File: config.mk
export PLATFORM = sky130hd
export DESIGN_NAME = cla_pipe_adder_flat
export DESIGN_NICKNAME = d
export VERILOG_FILES = /design/src/rtl/cla_pkg.sv /design/src/rtl/cla_pipe_adder_if.sv /design/src/rtl/cla_pipe_adder_group.sv /design/src/rtl/cla_pipe_adder.sv /design/src/flat_wrapper.sv
export SDC_FILE = /design/constraint.sdc
export NUM_CORES = 1
export LEC_CHECK = 0
export ABC_AREA = 1
export CORE_MARGIN = 10
export CORE_UTILIZATION = 47
export CTS_CLUSTER_DIAMETER = 40
export CTS_CLUSTER_SIZE = 28
export DETAILED_ROUTE_END_ITERATION = 10
export PLACE_DENSITY = 0.73
export SYNTH_ARGS = -nofsm -noshare
export SYNTH_HDL_FRONTEND = slang
export SYNTH_HIERARCHICAL = 1
export SYNTH_SLANG_ARGS = --single-unit
File: constraint.sdc
create_clock -name clk -period 2.81 [get_ports clk]
set_input_delay 0.562 -clock clk [delete_from_list [all_inputs] [get_ports clk]]
set_output_delay 0.562 -clock clk [all_outputs]
set_load 0.01 [all_outputs]
File: src/rtl/cla_pkg.sv
// -----------------------------------------------------------------------------
// cla_pkg
// Shared constants and helpers for the pipelined carry-lookahead adder.
//   GROUP_DEFAULT : default number of bits per lookahead group / pipe stage
//   nstage()      : pipeline depth for a given WIDTH and GROUP
//   width_ok()    : legality of a WIDTH/GROUP pair, used at elaboration
// -----------------------------------------------------------------------------
package cla_pkg;

    localparam int GROUP_DEFAULT = 4;

    // One lookahead group per pipeline stage.
    function automatic int nstage(input int width, input int group);
        return width / group;
    endfunction

    // WIDTH must be a whole number of groups, and at least one group.
    function automatic bit width_ok(input int width, input int group);
        return (group > 0) && (width >= group) && ((width % group) == 0);
    endfunction

endpackage

File: src/rtl/cla_pipe_adder_if.sv
// -----------------------------------------------------------------------------
// cla_pipe_adder_if
// Operand and result streams of cla_pipe_adder.
//   in_valid/in_ready   : operand beat handshake
//   a, b, cin, sub      : operands, carry-in, subtract select
//   out_valid/out_ready : result beat handshake
//   sum, cout, ovf      : result, carry out of MSB, signed overflow
// Modports: master = operand source / result consumer, slave = the adder.
// -----------------------------------------------------------------------------
interface cla_pipe_adder_if #(
    parameter int WIDTH = 16
);

    logic             in_valid;
    logic             in_ready;
    logic [WIDTH-1:0] a;
    logic [WIDTH-1:0] b;
    logic             cin;
    logic             sub;
    logic             out_valid;
    logic             out_ready;
    logic [WIDTH-1:0] sum;
    logic             cout;
    logic             ovf;

    modport master (
        output in_valid, a, b, cin, sub, out_ready,
        input  in_ready, out_valid, sum, cout, ovf
    );

    modport slave (
        input  in_valid, a, b, cin, sub, out_ready,
        output in_ready, out_valid, sum, cout, ovf
    );

endinterface

File: src/rtl/cla_pipe_adder_group.sv
// -----------------------------------------------------------------------------
// cla_group
// Combinational GROUP-bit carry-lookahead adder. Every internal carry is a
// sum of products of p, g and ci, so there is no ripple inside the group.
//   a, b  : GROUP-bit operands
//   ci    : carry into bit 0
//   s     : GROUP-bit sum
//   co    : carry out of the top bit
//   c_msb : carry into the top bit (needed for signed overflow)
// -----------------------------------------------------------------------------
module cla_group
    import cla_pkg::*;
#(
    parameter int GROUP = GROUP_DEFAULT
) (
    input  logic [GROUP-1:0] a,
    input  logic [GROUP-1:0] b,
    input  logic             ci,
    output logic [GROUP-1:0] s,
    output logic             co,
    output logic             c_msb
);

    logic [GROUP-1:0] p;
    logic [GROUP-1:0] g;
    logic [GROUP:0]   c;
    logic             chain;

    assign p = a ^ b;
    assign g = a & b;

    // c[i+1] = g[i] | p[i]g[i-1] | p[i]p[i-1]g[i-2] | ... | p[i]..p[0]ci
    always_comb begin
        // NOTE: every variable written here gets a default first, so no
        // path through the loops can leave it unassigned and infer a latch.
        c     = '0;
        chain = 1'b0;
        c[0]  = ci;
        for (int i = 0; i < GROUP; i++) begin
            // NOTE: blocking assignments are correct in combinational logic;
            // 'chain' accumulates the propagate product within one evaluation.
            c[i+1] = g[i];
            chain  = p[i];
            for (int j = i - 1; j >= 0; j--) begin
                c[i+1] = c[i+1] | (chain & g[j]);
                chain  = chain & p[j];
            end
            c[i+1] = c[i+1] | (chain & ci);
        end
    end

    assign s     = p ^ c[GROUP-1:0];
    assign co    = c[GROUP];
    assign c_msb = c[GROUP-1];

endmodule

File: src/rtl/cla_pipe_adder.sv
// -----------------------------------------------------------------------------
// cla_pipe_adder
// Pipelined carry-lookahead adder/subtractor. Stage k adds bit group k, so a
// WIDTH-bit operation takes NSTAGE = WIDTH/GROUP cycles and the pipe accepts
// one operation per cycle. All stages advance together on adv.
//   clk : rising-edge clock
//   rst : synchronous, active-high reset; discards everything in flight
//   bus : cla_pipe_adder_if.slave (operand stream in, result stream out)
// sub=1 computes a-b as a+~b+1 (cin ignored); cout=1 then means no borrow.
// ovf is carry into the MSB XOR carry out of the MSB.
// -----------------------------------------------------------------------------
module cla_pipe_adder
    import cla_pkg::*;
#(
    parameter int WIDTH = 16,
    parameter int GROUP = GROUP_DEFAULT
) (
    input  logic            clk,
    input  logic            rst,
    cla_pipe_adder_if.slave bus
);

    localparam int NSTAGE = nstage(WIDTH, GROUP);

    if (!width_ok(WIDTH, GROUP)) begin : g_param_check
        $error("cla_pipe_adder: WIDTH must be a non-zero multiple of GROUP");
    end

    logic             adv;
    logic             accept;
    logic             out_valid;
    logic [WIDTH-1:0] b_eff;
    logic             c_first;
    logic             stage_cmsb [NSTAGE];

    // The whole pipe moves unless a finished result is waiting to be taken;
    // a bubble in the output stage never blocks the fill.
    assign out_valid = g_stage[NSTAGE-1].valid_q;
    assign adv       = ~out_valid | bus.out_ready;
    assign accept    = bus.in_valid & adv;

    // Subtraction as a + ~b + 1; the forced carry-in overrides cin.
    assign b_eff   = bus.sub ? ~bus.b : bus.b;
    assign c_first = bus.sub | bus.cin;

    for (genvar k = 0; k < NSTAGE; k++) begin : g_stage
        localparam int IW = WIDTH - k * GROUP;   // operand bits still to add
        localparam int SW = (k + 1) * GROUP;     // sum bits known after stage

        logic [IW-1:0]    opa_in;
        logic [IW-1:0]    opb_in;
        logic             ci_in;
        logic             v_in;
        logic [GROUP-1:0] gs;
        logic             gco;
        logic [SW-1:0]    sum_next;
        logic             valid_q;
        logic             carry_q;
        logic [SW-1:0]    sum_q;

        if (k == 0) begin : g_src
            assign opa_in   = bus.a;
            assign opb_in   = b_eff;
            assign ci_in    = c_first;
            assign v_in     = accept;
            assign sum_next = gs;
        end else begin : g_src
            assign opa_in   = g_stage[k-1].g_mid.opa_q;
            assign opb_in   = g_stage[k-1].g_mid.opb_q;
            assign ci_in    = g_stage[k-1].carry_q;
            assign v_in     = g_stage[k-1].valid_q;
            assign sum_next = {gs, g_stage[k-1].sum_q};
        end

        cla_group #(
            .GROUP (GROUP)
        ) u_group (
            .a     (opa_in[GROUP-1:0]),
            .b     (opb_in[GROUP-1:0]),
            .ci    (ci_in),
            .s     (gs),
            .co    (gco),
            .c_msb (stage_cmsb[k])
        );

        // Valid bits advance on every adv so bubbles travel with the data.
        always_ff @(posedge clk) begin
            if (rst) begin
                valid_q <= 1'b0;
            end else if (adv) begin
                valid_q <= v_in;
            end
        end

        if (k < NSTAGE - 1) begin : g_mid
            logic [IW-GROUP-1:0] opa_q;
            logic [IW-GROUP-1:0] opb_q;

            // NOTE: intermediate payload registers carry no reset; the valid
            // bits alone decide whether their contents mean anything, which
            // keeps the wide datapath free of reset fan-out.
            always_ff @(posedge clk) begin
                if (adv && v_in) begin
                    opa_q   <= opa_in[IW-1:GROUP];
                    opb_q   <= opb_in[IW-1:GROUP];
                    sum_q   <= sum_next;
                    carry_q <= gco;
                end
            end
        end else begin : g_last
            logic cmsb_q;

            // The output stage is visible on the ports, so it resets to 0.
            always_ff @(posedge clk) begin
                if (rst) begin
                    sum_q   <= '0;
                    carry_q <= 1'b0;
                    cmsb_q  <= 1'b0;
                end else if (adv && v_in) begin
                    sum_q   <= sum_next;
                    carry_q <= gco;
                    cmsb_q  <= stage_cmsb[k];
                end
            end
        end
    end

    assign bus.in_ready  = adv;
    assign bus.out_valid = out_valid;
    assign bus.sum       = g_stage[NSTAGE-1].sum_q;
    assign bus.cout      = g_stage[NSTAGE-1].carry_q;
    assign bus.ovf       = g_stage[NSTAGE-1].g_last.cmsb_q ^ g_stage[NSTAGE-1].carry_q;

endmodule

File: src/flat_wrapper.sv
// flat-port wrapper written by rule: the top's interface ports become plain ports
module cla_pipe_adder_flat import cla_pkg::*;
#(
    parameter int WIDTH = 16,
    parameter int GROUP = GROUP_DEFAULT
)
  (clk, rst, bus_in_valid, bus_a, bus_b, bus_cin, bus_sub, bus_out_ready, bus_in_ready, bus_out_valid, bus_sum, bus_cout, bus_ovf);
  cla_pipe_adder_if #(.WIDTH(WIDTH)) bus_i ();
  input  logic clk;
  input  logic rst;
  input wire logic [$bits(bus_i.in_valid)-1:0] bus_in_valid;
  input wire logic [$bits(bus_i.a)-1:0] bus_a;
  input wire logic [$bits(bus_i.b)-1:0] bus_b;
  input wire logic [$bits(bus_i.cin)-1:0] bus_cin;
  input wire logic [$bits(bus_i.sub)-1:0] bus_sub;
  input wire logic [$bits(bus_i.out_ready)-1:0] bus_out_ready;
  output wire logic [$bits(bus_i.in_ready)-1:0] bus_in_ready;
  output wire logic [$bits(bus_i.out_valid)-1:0] bus_out_valid;
  output wire logic [$bits(bus_i.sum)-1:0] bus_sum;
  output wire logic [$bits(bus_i.cout)-1:0] bus_cout;
  output wire logic [$bits(bus_i.ovf)-1:0] bus_ovf;
  assign bus_i.in_valid = bus_in_valid;
  assign bus_i.a = bus_a;
  assign bus_i.b = bus_b;
  assign bus_i.cin = bus_cin;
  assign bus_i.sub = bus_sub;
  assign bus_i.out_ready = bus_out_ready;
  assign bus_in_ready = bus_i.in_ready;
  assign bus_out_valid = bus_i.out_valid;
  assign bus_sum = bus_i.sum;
  assign bus_cout = bus_i.cout;
  assign bus_ovf = bus_i.ovf;
  cla_pipe_adder #(.WIDTH(WIDTH), .GROUP(GROUP)) u_core (.clk(clk), .rst(rst), .bus(bus_i));
endmodule
==> results of run 1 <==
-- state kept, by name, summed over array words and instances (netlist names) --
register,flops
u_core/g_stage.g_mid.opb_q,24
u_core/g_stage.sum_q,24
u_core/bus.sum,16
u_core/g_stage.g_mid.opa_q,24
u_core/g_stage.g_last.cmsb_q,1
u_core/g_stage.valid_q,3
u_core/bus.cout,1
u_core/g_stage.carry_q,3
u_core/bus.out_valid,1
-- stage by stage --
stage	cell area (sq um)	worst slack (ns)	hold WS [ns]	total power, mW	cells
after floorplan	4180	0.789	0.400	1.91	353
after global placement	4850	0.437	0.402	2.03	514
after global routing	5070	0.447	0.429	3.13	530
final	5070	0.490	0.413	2.98	530
after CTS	5070	0.480	0.417	3.02	530
after detailed placement	4850	0.360	0.405	2.05	514
-- worst max-delay path, delay by kind of cell --
| kind | cells | cell delay (ns) |
|---|---|---|
| buf+inv | 3 | 1.07 |
| simple gates | 1 | 0.11 |
-- layout make-up --
type                            instances  area [sq um]
Fill cell                             730          3610
Sequential cell                        97          2690
Clock inverter                          6          90.1
Inverter                               48           180
Multi-Input combinational cell        197          1210
Timing Repair Buffer                   64           636
Clock buffer                           10           128
Tap cell                              108           135
-- how the worst max path moves through the flow --
stage | to
floorplan | u_core/g_stage[0].sum_q[3]$_DFFE_PP_
finish | bus_in_ready
global placement | u_core/g_stage[0].sum_q[3]$_DFFE_PP_
global route | bus_in_ready
CTS | bus_in_ready
detailed placement | u_core/g_stage[0].sum_q[3]$_DFFE_PP_
-- cell usage after synthesis --
cell	number
nand3_1	37
ha_1	16
nand2_1	42
a21oi_1	25
nor2_1	21
nor2_2	1
xnor2_1	3
nand4_1	8
nand2_2	16
edfxtp_1	75
or2_2	1
buf_6	6
or2_0	1
xor2_1	18
dfxtp_1	22
buf_4	4
a21oi_2	1
inv_1	47
buf_2	1
fa_1	4
or2_1	3
inv_2	1
-- kinds of logic after synthesis --
logic type	Yosys count	synth area share [%]
adders and majority gates	20	6.70
and+or+nand+nor	130	14.6
AOI/OAI and AO/OA	26	3.20
DFF	97	64.4
buffers and inverters	59	6.76
xor gates and xnor gates	21	4.40
-- power groups by stage --
| stage | clock network [mW] | logic, mW | registers, mW |
|---|---|---|---|
| finish | 0.972 | 0.334 | 1.68 |
| global route | 1.07 | 0.380 | 1.69 |
| CTS | 1.00 | 0.339 | 1.68 |
| detailed placement | 0 | 0.338 | 1.71 |
| global placement | 0 | 0.321 | 1.71 |
| floorplan | 0 | 0.210 | 1.70 |
-- routing by layer --
metal / wire length, microns / up-vias
met2: 3150 / 71
met1: 3090 / 1120
met4: 123 / 0
met5: 0 / -
li1: - / 1308
met3: 479 / 11
==> results.sh, run 1 <==
export IMPL_ys_warn_count=6
export IMPL_grt_max_degree=37
export IMPL_cp_cell_sequence="clkdlybuf4s50_1 > inv_1 > nand2_2 > clkdlybuf4s50_1"
export IMPL_wl_mm=6.84
export IMPL_mostFrequentLayoutCells="75 x edfxtp_1, 57 x clkdlybuf4s50_1, 47 x inv_1, 42 x nand2_1, 37 x nand3_1"
export IMPL_cts_buffer_depth=2
export IMPL_p_sw_share_pct=22.4
export IMPL_critPathSlowestCell="clkdlybuf4s50_1"
export IMPL_p_int_mw=2.31
export IMPL_antenna_found_initial=0
export IMPL_r2r_end="u_core/bus.sum[15]$_SDFFE_PP0P_"
export IMPL_met1_usage_pct=13.0
export IMPL_cts_num_sinks=97
export IMPL_p_clk_share_pct=32.6
export IMPL_clk_latency_ns=0.35
export IMPL_p_sw_uw=667
export IMPL_min_path_type="reg -> reg"
export IMPL_tightest_slew_ns=0.660
export IMPL_cp_start_kind="input pin"
export IMPL_path_clk_slew_ns=0.09
export IMPL_p_seq_share_pct=56.2
export IMPL_whs_endpoint="u_core/g_stage[2].sum_q[2]$_DFFE_PP_"
export IMPL_netlist_top_cells_area="edfxtp_1 54%, dfxtp_1 11%, ha_1 4.8%"
export IMPL_clock_skew_ns=0.0102
export IMPL_slew_headroom_pct=55.9
export IMPL_peakVddDrop_mv=0.256
export IMPL_drt_iter0_markers=114
export IMPL_root_buffer="clkbuf_8"
export IMPL_holdPathStages=0
export IMPL_rows=34
export IMPL_io_pin_count=58
export IMPL_crit_path_end_kind="output pin"
export IMPL_hold_viol=0
export IMPL_setup_viol=0
export IMPL_rsz0062_at_grt="no"
export IMPL_finalWeightedCongestion=0.829
export IMPL_antennaDiodeCount=0
export IMPL_status="finished clean"
export IMPL_cts_resized=0
export IMPL_cts_tree="yes"
export IMPL_syn_to_final_growth_pct=21.2
export IMPL_cp_max_fo=6
export IMPL_numCtsBuffers=9
export IMPL_grt_pass1_vias=2574
export IMPL_r2r_start="u_core/g_stage[2].g_mid.opa_q[2]$_DFFE_PP_"
export IMPL_dp_hpwl_mm=5.05
export IMPL_cp_data_required_time_ns=2.25
export IMPL_place_port_buffers=57
export IMPL_critPathMaxStageDelay_ns=0.55
export IMPL_synth_seq_cells=97
export IMPL_min_period_ns=2.32
export IMPL_power_density_mw_per_mm2=588
export IMPL_vias_per_cell=4.74
export IMPL_slew_viol_final=0
export IMPL_synth_top_cell_by_area="edfxtp_1"
export IMPL_layout_commonest_cell="edfxtp_1"
export IMPL_reg2reg_depth=10
export IMPL_timing_fmax_mhz=431
export IMPL_overflow=0
export IMPL_crit_top_cell="clkdlybuf4s50_1"
export IMPL_grtUsageMet2_pct=17.2
export IMPL_p_comb_share_pct=11.2
export IMPL_syn_area_per_cell_sq_um=11.8
export IMPL_first_pass_iters=4
export IMPL_utilization_pct=58.4
export IMPL_cp_arrival_ns=1.76
export IMPL_start_util_pct=48.2
export IMPL_grtUsageMet3_pct=4.30
export IMPL_drc=0
export IMPL_dieArea_sq_mm=0.0131
export IMPL_netlist_instances=353
export IMPL_critPathLaunch="bus_out_ready"
export IMPL_synthesis_area_sq_mm=0.00418
export IMPL_ys_seq_area_share_pct=64.4
export IMPL_htreeDepth=3
export IMPL_drive_gt1_share_pct=9.95
export IMPL_finalCritPeriodShare_pct=82.6
export IMPL_top_usage_layer="met2"
export IMPL_ant_nets=0
export IMPL_synth_top_cell_area_share_pct=53.8
export IMPL_postCtsSetupRepairBufs=0
export IMPL_hold_buffers=0
export IMPL_core_sq_mm=0.00868
export IMPL_synth_cell_types=22
export IMPL_hold_start="u_core/g_stage[1].sum_q[2]$_DFFE_PP_"
export IMPL_vias=2510
export IMPL_grt_first_pass_wirelength_mm=11.5
export IMPL_drv_cap=0
export IMPL_nets=475
export IMPL_p_leak_nw=2.07
export IMPL_final_setup_tns_ns=0
export IMPL_track_usage_pct=10.9
export IMPL_wl_per_cell_microns=12.9
export IMPL_die_w_microns=114
export IMPL_path_class="in -> out"
export IMPL_syn_nets=411
export IMPL_rrSetupSlack_ns=1.22
export IMPL_die_h_microns=114
(Power assumes the default switching activity.)
==> run 2: changes to the inputs <==
==> constraint.sdc (replaced) <==
create_clock -name clk -period 2.36 [get_ports clk]
set_input_delay 0.472 -clock clk [delete_from_list [all_inputs] [get_ports clk]]
set_output_delay 0.472 -clock clk [all_outputs]
set_load 0.01 [all_outputs]
==> run 2 against run 1 <==
Clock-buffer cell count rose by 3. Clock power rose by 1%. Worst setup slack got worse by 0.23 ns. Global-route usage fell by 0.085 points. Flip-flop and latch count did not move. Sequential share of layout area barely moved. Via count rose by 2.2%. Largest power group unchanged. Critical path type unchanged. Cell count rose by 0.19%. Register-to-register slack got worse by 0.41 ns. Critical path depth did not move. Wire length fell by 0.85%.
==> results.sh, run 2 (synthesis results as in run 1) <==
export IMPL_critPathMaxStageDelay_ns=0.54
export IMPL_critPathSlowestCell="clkdlybuf4s50_1"
export IMPL_cts_buffer_depth=2
export IMPL_slew_headroom_pct=80.1
export IMPL_numCtsBuffers=9
export IMPL_cp_arrival_ns=1.63
export IMPL_grtUsageMet3_pct=3.04
export IMPL_hold_buffers=0
export IMPL_p_leak_nw=2.07
export IMPL_grt_pass1_vias=2607
export IMPL_pre_cts_ws_ns=0.0731
export IMPL_grt_first_pass_wirelength_mm=11.6
export IMPL_setup_viol=0
export IMPL_dp_hpwl_mm=5.08
export IMPL_clock_skew_ns=0.0162
export IMPL_cts_resized=0
export IMPL_core_sq_mm=0.00868
export IMPL_utilization_pct=58.4
export IMPL_tightest_slew_ns=0.298
export IMPL_final_setup_tns_ns=0
export IMPL_overflow=0
export IMPL_vias=2564
export IMPL_n_fill_cell=719
export IMPL_worst_slack_ns=0.261
export IMPL_cp_cell_sequence="clkdlybuf4s50_1 > inv_1 > nand2_2 > clkdlybuf4s50_1"
export IMPL_rsz0062_at_grt="no"
export IMPL_fin_cells=531
export IMPL_start_util_pct=48.2
export IMPL_rows=34
export IMPL_cts_tree="yes"
export IMPL_cts_num_sinks=97
export IMPL_path_delay_family="buffers and inverters"
export IMPL_status="finished clean"
export IMPL_io_pin_count=58
export IMPL_antennaDiodeCount=0
export IMPL_min_period_ns=2.10
export IMPL_holdPathStages=0
export IMPL_finalWeightedCongestion=0.834
export IMPL_wl_mm=6.78
export IMPL_cp_max_fo=4
export IMPL_root_buffer="clkbuf_8"
export IMPL_die_h_microns=114
export IMPL_timing_fmax_mhz=476
export IMPL_power_density_mw_per_mm2=668
export IMPL_grt_max_degree=32
export IMPL_crit_top_cell="clkdlybuf4s50_1"
export IMPL_wl_per_cell_microns=12.8
export IMPL_drv_cap=0
export IMPL_rrSetupSlack_ns=0.81
export IMPL_hold_ws_ns=0.407
export IMPL_peakVddDrop_mv=0.334
export IMPL_reg2reg_depth=10
export IMPL_mostFrequentLayoutCells="75 x edfxtp_1, 57 x clkdlybuf4s50_1, 47 x inv_1, 42 x nand2_1, 37 x nand3_1"
export IMPL_cp_start_kind="input pin"
export IMPL_postCtsSetupRepairBufs=0
export IMPL_place_port_buffers=57
export IMPL_die_w_microns=114
export IMPL_track_usage_pct=10.8
export IMPL_crit_buf_inv=3
export IMPL_crit_path_end_kind="output pin"
export IMPL_clk_latency_ns=0.35
export IMPL_path_clk_slew_ns=0.09
export IMPL_htreeDepth=3
export IMPL_drive_gt1_share_pct=9.69
export IMPL_syn_to_final_growth_pct=21.1
export IMPL_reg_largest_list="u_core/g_stage.g_mid.opa_q: 24 flops, u_core/g_stage.g_mid.opb_q: 24 flops, u_core/g_stage.sum_q: 24 flops"
export IMPL_antenna_found_initial=0
export IMPL_hold_viol=0
export IMPL_layout_commonest_cell="edfxtp_1"
export IMPL_grtUsageMet2_pct=17.1
export IMPL_cp_data_required_time_ns=1.89
export IMPL_finalCritPeriodShare_pct=88.9
export IMPL_drt_iter0_markers=132
export IMPL_path_class="in -> out"
export IMPL_min_path_type="reg -> reg"
export IMPL_vias_per_cell=4.83
export IMPL_met1_usage_pct=12.9
export IMPL_nets=476
export IMPL_ant_nets=0
export IMPL_top_usage_layer="met2"
export IMPL_placedCellCount=515
export IMPL_slew_viol_final=0
export IMPL_cp_num_cells=4
export IMPL_dieArea_sq_mm=0.0131
export IMPL_first_pass_iters=4
export IMPL_drc=0
==> run 2: cell types whose count changed in the layout (fill, tap and decap cells not counted), sizes merged <==
cell and change:
inv -2, clkinv +2, clkinvlp -1, bufinv -2, clkbuf +3, buf +1
==> run 2: area by class of cell <==
type / count / area, sq um / area share, %
Clock buffer: 13 / 170 / 3.36
Clock inverter: 3 / 13.8 / 0.272
Inverter: 48 / 180 / 3.56
Multi-Input combinational cell: 197 / 1210 / 23.8
Sequential cell: 97 / 2690 / 53.1
Tap cell: 108 / 135 / 2.67
Timing Repair Buffer: 65 / 668 / 13.2
==> run 2: final timing paths <==
path / from / to
setup / recovery: bus_out_ready / bus_in_ready
hold / removal: u_core/g_stage[0].sum_q[2]$_DFFE_PP_ / u_core/g_stage[1].sum_q[2]$_DFFE_PP_
setup reg to reg: u_core/g_stage[2].g_mid.opb_q[2]$_DFFE_PP_ / u_core/bus.sum[15]$_SDFFE_PP0P_
hold reg to reg: u_core/g_stage[0].sum_q[2]$_DFFE_PP_ / u_core/g_stage[1].sum_q[2]$_DFFE_PP_
==> run 2: layer usage <==
metal	vias to the layer above	share of wire, %
met3	16	6.5
met1	1163	46
met2	75	45
li1	1310	-
met5	-	0
met4	0	2.6
==> run 2: where the power goes <==
part | internal [mW] | switching (mW) | leakage (nW)
Sequential | 1.96 | 0.0324 | 0.891
Combinational | 0.196 | 0.210 | 1.08
Clock | 0.471 | 0.513 | 0.0960
==> run 2: through the flow <==
stage                     instance area, sq um  power (mW)
after detailed placement                  4880        2.44
final                                     5070        3.38
after global placement                    4880        2.42
after floorplan                           4180        2.28
after CTS                                 5070        3.42
after global routing                      5070        3.55
==> run 3: changes to the inputs <==
--- a/config.mk
+++ b/config.mk
@@ -11,8 +11,10 @@
 export CTS_CLUSTER_DIAMETER = 40
 export CTS_CLUSTER_SIZE = 28
 export DETAILED_ROUTE_END_ITERATION = 10
-export PLACE_DENSITY = 0.73
+export DONT_BUFFER_PORTS = 1
+export PLACE_DENSITY = 0.65
 export SYNTH_ARGS = -nofsm -noshare
 export SYNTH_HDL_FRONTEND = slang
 export SYNTH_HIERARCHICAL = 1
 export SYNTH_SLANG_ARGS = --single-unit
+export TNS_END_PERCENT = 30
==> run 3 against run 2 <==
Design area fell by 12%. Die area unchanged. Via count is 9.9% lower. Combinational power shrank 30%. Clock skew decreased by 0.0033 ns. Critical path depth fell by 2. Fmax rose by 9.3%. Cell count fell by 11%. Largest power group unchanged. Highest routed layer unchanged.
==> results.sh, run 3 (synthesis results as in run 1) <==
export IMPL_hold_start="rst"
export IMPL_ant_nets=0
export IMPL_io_pin_count=58
export IMPL_path_class="reg -> out"
export IMPL_setup_viol=0
export IMPL_cp_data_required_time_ns=1.89
export IMPL_p_int_mw=2.48
export IMPL_htreeDepth=3
export IMPL_antennaDiodeCount=0
export IMPL_grt_first_pass_wirelength_mm=10.9
export IMPL_grt_pass1_vias=2319
export IMPL_place_port_buffers=0
export IMPL_peakVddDrop_mv=0.313
export IMPL_drv_cap=0
export IMPL_rsz0062_at_grt="no"
export IMPL_cts_buffer_depth=2
export IMPL_holdPathStages=1
export IMPL_start_util_pct=48.2
export IMPL_status="finished clean"
export IMPL_p_seq_share_pct=61.0
export IMPL_rrSetupSlack_ns=0.73
export IMPL_postCtsSetupRepairBufs=0
export IMPL_overflow=0
export IMPL_path_clk_slew_ns=0.09
export IMPL_first_pass_iters=4
export IMPL_dieArea_sq_mm=0.0131
export IMPL_slew_headroom_pct=55.4
export IMPL_track_usage_pct=10.3
export IMPL_nets=416
export IMPL_final_setup_tns_ns=0
export IMPL_die_w_microns=114
export IMPL_cp_max_fo=21
export IMPL_numCtsBuffers=9
export IMPL_dp_hpwl_mm=4.65
export IMPL_critPathMaxStageDelay_ns=0.50
export IMPL_clock_skew_ns=0.0129
export IMPL_die_h_microns=114
export IMPL_layout_commonest_cell="edfxtp_1"
export IMPL_wl_per_cell_microns=13.5
export IMPL_p_comb_share_pct=8.7
export IMPL_cp_cell_sequence="nand2_2 > buf_4"
export IMPL_finalCritPeriodShare_pct=81.4
export IMPL_hold_buffers=0
export IMPL_clk_latency_ns=0.36
export IMPL_cp_start_kind="register"
export IMPL_wl_mm=6.36
export IMPL_r2r_start="u_core/bus.out_valid$_SDFFE_PP0P_"
export IMPL_drt_iter0_markers=167
export IMPL_vias_per_cell=4.90
export IMPL_antenna_found_initial=0
export IMPL_finalWeightedCongestion=0.766
export IMPL_critPathSlowestCell="dfxtp_1"
export IMPL_root_buffer="clkbuf_8"
export IMPL_tightest_slew_ns=0.667
export IMPL_min_path_type="in -> reg"
export IMPL_min_period_ns=1.92
export IMPL_cp_arrival_ns=1.45
export IMPL_total_power_mw=3.28
export IMPL_rows=34
export IMPL_grt_max_degree=30
export IMPL_slew_viol_final=0
export IMPL_p_clk_share_pct=30.3
export IMPL_drive_gt1_share_pct=11.3
export IMPL_timing_fmax_mhz=521
export IMPL_power_density_mw_per_mm2=740
export IMPL_p_sw_share_pct=24.5
export IMPL_p_leak_nw=1.82
export IMPL_r2r_end="u_core/g_stage[0].sum_q[2]$_DFFE_PP_"
export IMPL_utilization_pct=51.1
export IMPL_cts_num_sinks=97
export IMPL_vias=2309
export IMPL_drc=0
export IMPL_mostFrequentLayoutCells="75 x edfxtp_1, 47 x inv_1, 42 x nand2_1, 37 x nand3_1, 25 x a21oi_1"
export IMPL_reg_largest_list="u_core/g_stage.g_mid.opa_q: 24 flops, u_core/g_stage.g_mid.opb_q: 24 flops, u_core/g_stage.sum_q: 24 flops"
export IMPL_core_sq_mm=0.00868
export IMPL_reg2reg_depth=4
export IMPL_cts_resized=0
export IMPL_p_sw_uw=803
export IMPL_n_fill_cell=762
export IMPL_syn_to_final_growth_pct=6.10
export IMPL_cts_tree="yes"
export IMPL_hold_viol=0
export IMPL_crit_path_end_kind="output pin"
export IMPL_whs_endpoint="u_core/g_stage[0].valid_q$_SDFFE_PP0P_"
==> run 3: changes by cell type in the layout (fill, tap and decap cells not counted), sizes merged <==
cell           before  now
clkdlybuf4s50      57    0
clkbuf             13    9
inv                48   52
buf                 8    5
clkinv              3    1
clkinvlp            0    2
==> run 3: worst max path at each step <==
stage	cells past startpoint	to	startpoint	slack [ns]
after floorplan	9	u_core/g_stage[0].sum_q[3]$_DFFE_PP_	bus_sub	0.43
after global placement	5	u_core/g_stage[0].g_mid.opa_q[11]$_DFFE_PP_	bus_out_ready	0.68
after detailed placement	5	u_core/g_stage[0].g_mid.opa_q[9]$_DFFE_PP_	bus_out_ready	0.61
after CTS	2	bus_in_ready	u_core/bus.out_valid$_SDFFE_PP0P_	0.42
after global routing	2	bus_in_ready	u_core/bus.out_valid$_SDFFE_PP0P_	0.32
final	2	bus_in_ready	u_core/bus.out_valid$_SDFFE_PP0P_	0.44
==> run 3: critical path, delay by kind of cell (launching register included) <==
family	cells	cell delay (ns)
flops	1	0.50
buf+inv	1	0.31
simple gates	1	0.29
==> run 3: power by group through the flow <==
stage          logic [mW]  clock network [mW]  registers [mW]
6_report            0.285               0.994            2.00
5_1_grt             0.334                1.11            2.02
4_1_cts             0.288                1.03            2.01
3_5_place_dp        0.287                   0            2.05
3_3_place_gp        0.278                   0            2.04
2_1_floorplan       0.250                   0            2.03
==> run 3: layer usage <==
metal	track usage [%]	wire, microns	up-vias
met3	5.29	669	8
met4	4.68	106	0
met2	15.2	2740	62
met1	12.2	2850	1047
met5	0	0	-
li1	-	-	1192
==> run 3: stage by stage <==
step                      cells  worst slack [ns]  hold WS, ns  cell area, sq um
after floorplan             353             0.429        0.400              4180
after global routing        471             0.322        0.145              4440
after global placement      455             0.681        0.403              4250
final                       471             0.439        0.170              4440
after detailed placement    455             0.614        0.405              4250
after CTS                   471             0.416        0.149              4440
==> run 3: area by class of cell <==
type                    instances  area, sq um  share of cell area (%)
clock buffers                   9          124                    2.79
flip-flops and latches         97         2690                    60.7
well taps                     108          135                    3.04
multi-input cells             197         1210                    27.2
repair buffers                  5         37.5                   0.846
clock inverters                 7         61.3                    1.38
inverters                      48          180                    4.06
